<file path="src/rtl/alu_exec_unit.sv">
// Handshaked ALU: single-cycle ops answer 1 cycle after accept, shift-add multiply after WIDTH+1.
// Accepts only in IDLE; a held response (rsp_ready low) stalls new requests with outputs frozen.
module alu_exec_unit #(
  parameter int WIDTH = 8
) (
  input  logic             CLK,
  input  logic             RST,
  input  logic             req_valid,
  output logic             req_ready,
  input  logic [WIDTH-1:0] A,
  input  logic [WIDTH-1:0] B,
  input  logic [2:0]       opcode,
  output logic             rsp_valid,
  input  logic             rsp_ready,
  output logic [WIDTH-1:0] ALU_OUT,
  output logic             C_Flag,
  output logic             Cout,
  output logic             busy
);

  localparam int CW = $clog2(WIDTH) + 1;

  typedef enum logic [1:0] {IDLE, MUL, RESP} state_t;

  state_t               state;
  logic [2*WIDTH-1:0]   mcand;
  logic [2*WIDTH-1:0]   acc;
  logic [2*WIDTH-1:0]   acc_nxt;
  logic [WIDTH-1:0]     mplier;
  logic [CW-1:0]        count;
  logic                 accept;

  logic [WIDTH:0]       sum;
  logic [WIDTH-1:0]     op_out;
  logic                 op_cout;
  logic                 op_cflag;

  assign req_ready = (state == IDLE);
  assign rsp_valid = (state == RESP);
  assign busy      = (state == MUL);
  assign accept    = req_valid & req_ready;

  assign acc_nxt = mplier[0] ? acc + mcand : acc;

  always_comb begin
    sum      = {1'b0, A} + {1'b0, B};
    op_out   = '0;
    op_cout  = 1'b0;
    op_cflag = 1'b0;
    case (opcode)
      3'b000: begin
        op_out  = sum[WIDTH-1:0];
        op_cout = sum[WIDTH];
      end
      3'b001: begin
        op_out  = A - B;
        op_cout = (A < B);
      end
      3'b010: op_out = A & B;
      3'b011: op_out = A | B;
      3'b101: op_cflag = (A > B);
      3'b110: {op_cout, op_out} = {A, 1'b0};
      3'b111: {op_cout, op_out} = {B, 1'b0};
      default: op_out = '0;
    endcase
  end

  always_ff @(posedge CLK or negedge RST) begin
    if (!RST) begin
      state   <= IDLE;
      ALU_OUT <= '0;
      C_Flag  <= 1'b0;
      Cout    <= 1'b0;
      mcand   <= '0;
      mplier  <= '0;
      acc     <= '0;
      count   <= '0;
    end else begin
      case (state)
        IDLE: begin
          if (accept) begin
            if (opcode == 3'b100) begin
              mcand  <= {{WIDTH{1'b0}}, A};
              mplier <= B;
              acc    <= '0;
              count  <= '0;
              state  <= MUL;
            end else begin
              ALU_OUT <= op_out;
              Cout    <= op_cout;
              C_Flag  <= op_cflag;
              state   <= RESP;
            end
          end
        end
        MUL: begin
          acc    <= acc_nxt;
          mcand  <= mcand << 1;
          mplier <= mplier >> 1;
          count  <= count + CW'(1);
          // Last iteration: publish the product including this cycle's partial sum.
          if (count == CW'(WIDTH - 1)) begin
            ALU_OUT <= acc_nxt[WIDTH-1:0];
            Cout    <= |acc_nxt[2*WIDTH-1:WIDTH];
            C_Flag  <= 1'b0;
            state   <= RESP;
          end
        end
        RESP: begin
          if (rsp_ready) state <= IDLE;
        end
        default: state <= IDLE;
      endcase
    end
  end

endmodule
</file>
<file path="config.mk">
export PLATFORM = sky130hd
export DESIGN_NAME = alu_exec_unit
export DESIGN_NICKNAME = d
export VERILOG_FILES = /design/src/rtl/alu_exec_unit.sv
export SDC_FILE = /design/constraint.sdc
export NUM_CORES = 1
export LEC_CHECK = 0
export ABC_CLOCK_PERIOD_IN_PS = 5700
export CORE_MARGIN = 8
export CORE_UTILIZATION = 45
export DETAILED_ROUTE_END_ITERATION = 6
export PLACE_DENSITY_LB_ADDON = 0.15
export SYNTH_ARGS = -nofsm -noshare
export SYNTH_HDL_FRONTEND = slang
export SYNTH_SLANG_ARGS = --single-unit
</file>
<file path="constraint.sdc">
create_clock -name CLK -period 5.7 [get_ports CLK]
set_clock_uncertainty 0.2 [all_clocks]
set_input_delay 0.57 -clock CLK [delete_from_list [all_inputs] [get_ports CLK]]
set_output_delay 0.57 -clock CLK [all_outputs]
set_load 0.005 [all_outputs]
</file>
==> flow_summary_export.csv <==
group,metric,value,unit
place,place_congestion,0.881,
clocking,clk_latency,320,ps
global_routing,grt_pass1_vias,3704,
critical_path,r2r_slack,2210,ps
floorplanning,io-pin-count,36,
pwr,power_leakage,2.29,nW
logic_synthesis,synth_edf_count,0,
logic_synthesis,syn_area_per_cell,8.80,um2
timing,finalCritPeriodShare,69.1,%
critical_path,r2r_start,"state[1]$_DFFE_PN0P_",
place,port_buffers,35,
logic_synthesis,synth_cell_types,56,
layout,nets,583,
pwr,power_density,371,nW/um2
floorplanning,die_y,114,um
routing,routed_wl,10.7,mm
logic_synthesis,ys_ff_latch,56,
global_routing,grt_pass1_wl,18.1,mm
global_routing,grt_usage,17.2,%
global_routing,overflow,0,
place,dpl.hpwl,8.00,mm
clocking,cts.path.max_buffers,2,
job,timing.max_cap.violations,0,
clocking,cts_sinks,56,
logic_synthesis,syn_area,4360,um2
clocking,cts_resized,0,
floorplanning,die_width,114,um
logic_synthesis,syn-instance-count,495,
routing,routed_via_density,5.71,
floorplanning,core_area,9590,um2
critical_path,r2r-end,"Cout$_DFFE_PN0P_",
critical_path,cp_max_fo,18,
clocking,cts-hold-fix-buffers,0,
global_routing,antenna_found_initial,0,
logic_synthesis,synthFlopType,"dfrtp_1",
critical_path,cp-end-kind,"register",
critical_path,crit_required,5700,ps
timing,slew_headroom,36.0,%
clocking,ctsHtreeMaxLevel,2,
layout,diodes,0,
routing,drc_errors,0,
critical_path,slowest_delay,840,ps
logic_synthesis,synth-async-reset-ratio,100,%
clocking,cts_setup_buffers,0,
timing,tns,0,ps
global_routing,grt_max_degree,57,
routing,via_count,3704,
timing,setup_viol,0,
routing,drt_iter0_markers,147,
status,status,"finished clean",
critical_path,reg2reg_depth,7,
floorplanning,rows,36,
layout,area_growth,12.5,%
timing,finalMaxSlewViolations,0,
pwr,vdd.ir_drop.worst,0.179,mV
clocking,cts_tree,"built",
timing,fmax,254,MHz
timing,worstMarginPinSlew,958,ps
critical_path,criticalPathCategory,"input port to register",
logic_synthesis,yosysSeqAreaShare,32.2,%
pwr,total_power,1.82,mW
critical_path,critPathLaunchType,"input port",
logic_synthesis,yosysWarnings,0,
logic_synthesis,synth_nets,563,
timing,period_needed,3940,ps
critical_path,crit_chain,"clkdlybuf4s50_1, nor2b_1, and2_4, or3b_1, a21o_1, or4_4, a2111o_1, a2111oi_2, a31oi_1",
floorplanning,dieArea,13100,um2
floorplanning,initial_core_util,45.4,%
clocking,clk_pin_slew,110,ps
routing,drtPass1Iterations,4,
clocking,root_buffer,"clkbuf_8",
critical_path,crit_slowest_cell,"clkdlybuf4s50_1",
timing,timing.final.hold_violations,0,
hold_path,hp-class,"input port to asynchronous set/reset pin",
routing,wl_per_cell,16.5,um
layout,layout-drive-gt1-share,5.62,%
routing,final_antenna_net_count,0,
timing,rsz0062_at_grt,"false",
critical_path,critical_path_arrival,3950,ps
clocking,numCtsBuffers,5,
synthesized netlist by cell type (all sizes together) (9+ instances only):
cell type   n  area share (%)
a211oi     12             2.1
mux2i      10             2.3
nand2      39             3.4
a22o       21             4.2
nor2       43             3.7
a21o       15             2.6
dfrtp      56              32
clkbuf     18             1.6
inv        37             3.2
xor2        9             1.8
xnor2      11             2.2
a21oi      46             5.3
o21ai      40             4.6
ha         42              12
flip-flops by register name, indices dropped and copies added, names as in the netlist:
name,cells
mplier,8
state,2
C_Flag,1
count,4
ALU_OUT,8
acc,16
mcand,16
Cout,1
per-layer routing:
| layer | up-vias | routed length, um | track usage (%) |
|---|---|---|---|
| met4 | 0 | 155 | 5.50 |
| met2 | 73 | 4960 | 28.0 |
| met5 | - | 0 | 0 |
| met1 | 1794 | 5280 | 23.1 |
| li1 | 1826 | - | - |
| met3 | 11 | 291 | 1.95 |
placed cells by master (no fill, tap or decap), types with 7 or more instances in the layout:
master	instances
inv_1	35
a21oi_1	46
nor2_1	43
ha_1	42
mux2i_1	10
a22o_1	21
nor3_1	7
xnor2_1	11
a21o_1	15
nand2_1	39
xor2_1	9
dfrtp_1	56
a211oi_1	12
clkdlybuf4s50_1	34
o21ai_0	39
cell type report:
| type | count | area [um2] |
|---|---|---|
| tap | 133 | 166 |
| fill | 928 | 4690 |
| inverter | 37 | 139 |
| sequential | 56 | 1400 |
| multi-input combinational | 377 | 2720 |
| timing repair buffer | 38 | 368 |
| clock buffer | 5 | 68.8 |
| clock inverter | 3 | 42.5 |
worst max-delay path by stage:
| stage | from | end | cells past startpoint |
|---|---|---|---|
| after global routing | opcode[1] | Cout$_DFFE_PN0P_ | 9 |
| final | opcode[1] | Cout$_DFFE_PN0P_ | 9 |
| after detailed placement | opcode[1] | Cout$_DFFE_PN0P_ | 9 |
| after global placement | opcode[1] | Cout$_DFFE_PN0P_ | 9 |
| after floorplan | A[5] | Cout$_DFFE_PN0P_ | 11 |
| after CTS | opcode[1] | Cout$_DFFE_PN0P_ | 9 |
metrics by stage:
stage	setup WS (ps)	hold WS [ps]	util, %	cell area, um2	instances
finish	1760	172	51.1	4900	649
global route	1580	230	51.1	4900	649
CTS	1790	200	51.1	4900	649
detailed placement	1440	269	49.9	4790	641
global placement	1570	265	49.9	4790	641
floorplan	2360	74.4	-	4360	495
worst max-delay path: cells and delay by family:
family | cells | cell delay [ps]
AND/OR/NAND/NOR | 4 | 1330
AO/OA/AOI/OAI | 4 | 1180
buffers and inverters | 1 | 840
where the power goes:
part / internal, mW / switching (mW) / total [mW] / leakage (nW)
clock: 0.130 / 0.140 / 0.270 / 0.0541
sequential: 0.543 / 0.143 / 0.686 / 0.731
combinational: 0.399 / 0.465 / 0.864 / 1.51
logic make-up (layout without fill, tap and decap cells):
group / Yosys count / in the layout / synth area share [%]
multiplexers: 20 / 20 / 6.43
buffers and inverters: 62 / 83 / 5.51
AND/OR/NAND/NOR: 124 / 124 / 13.2
AO/OA/AOI/OAI: 168 / 168 / 25.2
adder cells (fa/ha/maj): 45 / 45 / 13.4
flip-flops: 56 / 56 / 32.2
XOR/XNOR: 20 / 20 / 4.02
Power figures use the tool's default switching activity.
